<file path="src/rtl/dmem_responder_if.sv">
// Data-memory port bundle between the MEM stage and the memory responder.
interface dmem_responder_if;
    logic        dm2reg_M;
    logic        we_dm_M;
    logic [31:0] alu_out_M;
    logic [31:0] wd_dm_M;
    logic [31:0] rd_dm;
    logic        stall_M;
    logic        misalign_M;

    modport slave (
        input  dm2reg_M, we_dm_M, alu_out_M, wd_dm_M,
        output rd_dm, stall_M, misalign_M
    );

    modport master (
        output dm2reg_M, we_dm_M, alu_out_M, wd_dm_M,
        input  rd_dm, stall_M, misalign_M
    );
endinterface

</file>
<file path="src/rtl/dmem_responder.sv">
// Multi-cycle data-memory responder: stalls the pipeline for WAIT_CYCLES+2
// cycles per aligned access, flags misaligned accesses without touching memory.
module dmem_responder #(
    parameter int unsigned WAIT_CYCLES = 2,
    parameter int unsigned DEPTH_LOG2  = 6
) (
    input logic              clk,
    input logic              rst,
    dmem_responder_if.slave  bus
);
    typedef enum logic [1:0] {IDLE, BUSY, DONE} state_e;

    state_e                  state_q, state_d;
    logic [3:0]              cnt_q, cnt_d;
    logic [DEPTH_LOG2-1:0]   idx_q, idx_d;
    logic [31:0]             wdata_q, wdata_d;
    logic                    op_we_q, op_we_d;
    logic [31:0]             rd_q, rd_d;
    logic                    mem_we;
    logic                    stall;
    logic                    misalign;
    logic                    req;
    logic                    aligned;
    logic [31:0]             mem_q [2**DEPTH_LOG2];

    // Upper address bits are deliberately dropped so accesses wrap.
    logic unused_addr_bits;
    assign unused_addr_bits = ^bus.alu_out_M[31:DEPTH_LOG2+2];

    assign req     = bus.dm2reg_M | bus.we_dm_M;
    assign aligned = (bus.alu_out_M[1:0] == 2'b00);

    always_comb begin
        state_d  = state_q;
        cnt_d    = cnt_q;
        idx_d    = idx_q;
        wdata_d  = wdata_q;
        op_we_d  = op_we_q;
        rd_d     = rd_q;
        mem_we   = 1'b0;
        stall    = 1'b0;
        misalign = 1'b0;
        case (state_q)
            IDLE: begin
                if (req) begin
                    if (!aligned) begin
                        misalign = 1'b1;
                    end else begin
                        stall   = 1'b1;
                        idx_d   = bus.alu_out_M[DEPTH_LOG2+1:2];
                        wdata_d = bus.wd_dm_M;
                        op_we_d = bus.we_dm_M;
                        cnt_d   = 4'(WAIT_CYCLES);
                        state_d = BUSY;
                    end
                end
            end
            BUSY: begin
                stall = 1'b1;
                if (cnt_q != 4'd0) begin
                    cnt_d = cnt_q - 4'd1;
                end else begin
                    state_d = DONE;
                    if (op_we_q) mem_we = 1'b1;
                    else         rd_d   = mem_q[idx_q];
                end
            end
            DONE:    state_d = IDLE;
            default: state_d = IDLE;
        endcase
        // Reset masks the handshake outputs and aborts any pending write.
        if (rst) begin
            stall    = 1'b0;
            misalign = 1'b0;
            mem_we   = 1'b0;
        end
    end

    always_ff @(posedge clk) begin
        if (rst) begin
            state_q <= IDLE;
            cnt_q   <= '0;
            idx_q   <= '0;
            wdata_q <= '0;
            op_we_q <= 1'b0;
            rd_q    <= '0;
        end else begin
            state_q <= state_d;
            cnt_q   <= cnt_d;
            idx_q   <= idx_d;
            wdata_q <= wdata_d;
            op_we_q <= op_we_d;
            rd_q    <= rd_d;
        end
    end

    always_ff @(posedge clk) begin
        if (mem_we) mem_q[idx_q] <= wdata_q;
    end

    assign bus.rd_dm      = rd_q;
    assign bus.stall_M    = stall;
    assign bus.misalign_M = misalign;
endmodule

</file>
<file path="src/flat_wrapper.sv">
// flat-port wrapper written by rule: the top's interface ports become plain ports
module dmem_responder_flat 
#(
    parameter int unsigned WAIT_CYCLES = 2,
    parameter int unsigned DEPTH_LOG2  = 6
)
  (clk, rst, bus_dm2reg_M, bus_we_dm_M, bus_alu_out_M, bus_wd_dm_M, bus_rd_dm, bus_stall_M, bus_misalign_M);
  dmem_responder_if bus_i ();
  input logic clk;
  input logic rst;
  input wire logic [$bits(bus_i.dm2reg_M)-1:0] bus_dm2reg_M;
  input wire logic [$bits(bus_i.we_dm_M)-1:0] bus_we_dm_M;
  input wire logic [$bits(bus_i.alu_out_M)-1:0] bus_alu_out_M;
  input wire logic [$bits(bus_i.wd_dm_M)-1:0] bus_wd_dm_M;
  output wire logic [$bits(bus_i.rd_dm)-1:0] bus_rd_dm;
  output wire logic [$bits(bus_i.stall_M)-1:0] bus_stall_M;
  output wire logic [$bits(bus_i.misalign_M)-1:0] bus_misalign_M;
  assign bus_i.dm2reg_M = bus_dm2reg_M;
  assign bus_i.we_dm_M = bus_we_dm_M;
  assign bus_i.alu_out_M = bus_alu_out_M;
  assign bus_i.wd_dm_M = bus_wd_dm_M;
  assign bus_rd_dm = bus_i.rd_dm;
  assign bus_stall_M = bus_i.stall_M;
  assign bus_misalign_M = bus_i.misalign_M;
  dmem_responder #(.WAIT_CYCLES(WAIT_CYCLES), .DEPTH_LOG2(DEPTH_LOG2)) u_core (.clk(clk), .rst(rst), .bus(bus_i));
endmodule
</file>
<file path="config.mk">
export PLATFORM = sky130hd
export DESIGN_NAME = dmem_responder_flat
export DESIGN_NICKNAME = d
export VERILOG_FILES = /design/src/rtl/dmem_responder_if.sv /design/src/rtl/dmem_responder.sv /design/src/flat_wrapper.sv
export SDC_FILE = /design/constraint.sdc
export NUM_CORES = 2
export LEC_CHECK = 0
export BUFFER_PORTS_ARGS = -buffer_cell sky130_fd_sc_hd__clkbuf_2
export CAP_MARGIN = 10
export CORE_UTILIZATION = 50
export CTS_CLUSTER_DIAMETER = 50
export DETAILED_ROUTE_END_ITERATION = 12
export MAX_ROUTING_LAYER = met4
export PLACE_DENSITY = 0.66
export SYNTH_ARGS = -nofsm -noshare
export SYNTH_HDL_FRONTEND = slang
export SYNTH_SLANG_ARGS = --single-unit
</file>
<file path="constraint.sdc">
create_clock -name clk -period 14.8 [get_ports clk]
set_clock_uncertainty 0.2 [all_clocks]
set_input_delay 2.96 -clock clk [delete_from_list [all_inputs] [get_ports clk]]
set_output_delay 2.96 -clock clk [all_outputs]
set_load 0.02 [all_outputs]
</file>
==> results.json <==
{
  "synth_nets": 4452,
  "fillCellCount": 12000,
  "synthArstFlopShare": 0,
  "initial_utilization": 0.5052,
  "overflow": 0,
  "synth_top_area_frac": 0.7564,
  "totalPowerFinal_mw": 12.43,
  "clock_latency_ps": 840,
  "first_global_vias": 42350,
  "io_pins": 102,
  "vias": 45230,
  "drc": 0,
  "dp_cells": 6504,
  "maxSlewHeadroom": 0.1807,
  "chipWidth_um": 405.2,
  "rsz0062_at_grt": "no",
  "peakVddDrop_mv": 0.1324,
  "ctsRootBufferMaster": "clkbuf_16",
  "cts_inserted_buffers": 207,
  "syn_avg_cell_area_um2": 18.55,
  "pre_cts_slack_ps": 6832,
  "synth_common_cells": "edfxtp_1, mux2i_1, a22oi_1, a221oi_1, nor2_1",
  "cts_resized": 0,
  "cts_setup_buffers": 0,
  "dieArea_mm2": 0.1642,
  "syn_area_mm2": 0.08130,
  "fin_ws_ps": 6812,
  "max_freq_ghz": 0.1252,
  "highest_layer": "met4",
  "synth_warnings": 0,
  "hp-class": "flip-flop to flip-flop",
  "ctsHtreeMaxLevel": 4,
  "whs_ps": 333.4,
  "core_area_mm2": 0.1609,
  "tns_ps": 0,
  "min_period_ps": 7988,
  "route.met3.wl_mm": 29.61,
  "route.met2.wl_mm": 110.2,
  "stdcell_count": 6899,
  "cts_tree": "yes",
  "firstDrtPassIters": 5,
  "synth_most_common_cell": "edfxtp_1",
  "maxCapViolations": 0,
  "final_area_mm2": 0.09152,
  "cts-hold-fix-buffers": 0,
  "ys_ff_latch": 2125,
  "final_nets": 4623,
  "place_congestion": 0.8857,
  "crit_type": "input port to output port",
  "leakage_nw": 26.63,
  "crit_path_max_incr_delay_ps": 680,
  "slew_violations": 0,
  "cp-start-kind": "input port",
  "outcome": "completed",
  "cp_slowest_cell": "nor4_1",
  "grt_max_degree": 108,
  "clkTransAtPathRegs_ps": 50,
  "antenna_found_initial": 22,
  "fin_util": 0.5687,
  "required_ps": 11640,
  "cellPowerDensity_mw_per_mm2": 135.8,
  "drt_iter0_markers": 6947,
  "grt_pass1_wl_mm": 328.7,
  "drt-total-wl_mm": 239.4,
  "path_cells": "clkbuf_2 -> nor4_1 -> o21a_1 -> buf_4 -> o21a_1 -> clkbuf_2",
  "rows": 147,
  "setup_viol": 0,
  "wl_per_cell_um": 34.70,
  "place_hpwl_mm": 131.9,
  "layout-drive-gt1-share": 0.1927,
  "avgViaCountPerCell": 6.555,
  "worst_pin_slew_ps": 1229,
  "cp_max_fo": 42,
  "multi_input_area_mm2": 0.01708,
  "ys_types": 65,
  "cp-end-kind": "output port",
  "synthTopCellsByArea": "edfxtp_1, mux2i_1, mux4_2",
  "fp.dieH_um": 405.2,
  "synth_edf_count": 2048,
  "clock-sinks": 2125,
  "synth_flop_cell": "edfxtp_1",
  "synth_top_area_cell": "edfxtp_1",
  "area_growth_syn_to_layout_pct": 12.57,
  "hold_violations": 0,
  "cts_max_path_buffers": 3,
  "port_buffers": 77,
  "track_usage": 0.2980,
  "timing.final.crit_share": 0.5397,
  "syn-instance-count": 4382,
  "dpl-instance-area_mm2": 0.08471,
  "cp.arrival_ps": 4830,
  "synth_seq_area_share": 0.7754,
  "met1_length_mm": 89.25,
  "antenna_left": 0,
  "seqCellArea_mm2": 0.06310
}
## layer usage
metal | vias up | global-route usage
met5 | - | -
met4 | 0 | 0.1227
met3 | 437 | 0.07605
met2 | 2978 | 0.4399
met1 | 23430 | 0.3957
li1 | 18380 | -
## cell usage in the layout (no fill, tap or decap), types with 7 or more instances in the layout
master / instances
a22oi_1: 195
o211ai_1: 7
buf_4: 177
bufinv_16: 19
a211oi_1: 18
nor2_1: 130
dfxtp_1: 42
nor2_4: 60
nor3_1: 10
clkinv_1: 34
nor3_2: 8
clkinv_2: 39
edfxtp_1: 2048
dfxtp_2: 29
clkinvlp_4: 10
mux4_2: 166
nand3_1: 58
o221ai_1: 8
nand2_1: 148
clkbuf_1: 43
o22ai_1: 80
o21ai_0: 103
a221oi_1: 193
nand4_1: 10
clkbuf_16: 213
diode_2: 12
and3_1: 10
a31oi_1: 29
mux2i_1: 394
a311oi_1: 11
o31a_1: 14
a21oi_1: 136
mux2_2: 55
a22o_1: 21
clkbuf_2: 76
## final cells by class
cell class | count | share of cell area
antenna | 12 | 0.0003281
clock buffer | 262 | 0.06091
clock inverter | 121 | 0.01319
inverter | 3 | 0.0001504
multi-input combinational | 1958 | 0.1867
sequential | 2125 | 0.6895
tap | 2160 | 0.02953
timing repair buffer | 258 | 0.01977
## state kept, by name (all words and copies together) (netlist names)
register	cells
u_core.mem_q	2048
u_core.bus.rd_dm	32
u_core.state_q	2
u_core.idx_q	6
u_core.wdata_q	32
u_core.op_we_q	1
u_core.cnt_q	4
## critical path: cells and delay by family
| kind | cells | cell delay, ps |
|---|---|---|
| compound gates | 2 | 450 |
| buf+inv | 3 | 720 |
| simple gates | 1 | 680 |
## path summary, 6_finish.rpt
check                         from              endpoint  slack, ps  cells past startpoint
setup reg to reg   u_core.idx_q[2]  u_core.bus.rd_dm[10]       9500                      9
hold reg to reg    u_core.cnt_q[1]       u_core.cnt_q[1]        330                      2
setup / recovery  bus_alu_out_M[1]           bus_stall_M       6810                      6
hold / removal     u_core.cnt_q[1]       u_core.cnt_q[1]        330                      2
## report_power, final
group          switching, mW  internal, mW
registers             0.0271          6.58
clock network           2.26          3.00
logic                  0.400         0.157
## logic make-up (layout without fill, tap and decap cells)
group                      Yosys count  in the layout  synth area share
DFF                               2125           2125            0.7754
AOI/OAI and AO/OA                  857            857           0.07441
muxes                              615            615            0.1021
and+or+nand+nor                    482            482           0.02601
buffers and inverters              299            644           0.02158
adders and majority gates            2              2         0.0003077
xor gates and xnor gates             2              2         0.0002155
other                                0             12                 0
(Power assumes the default switching activity.)
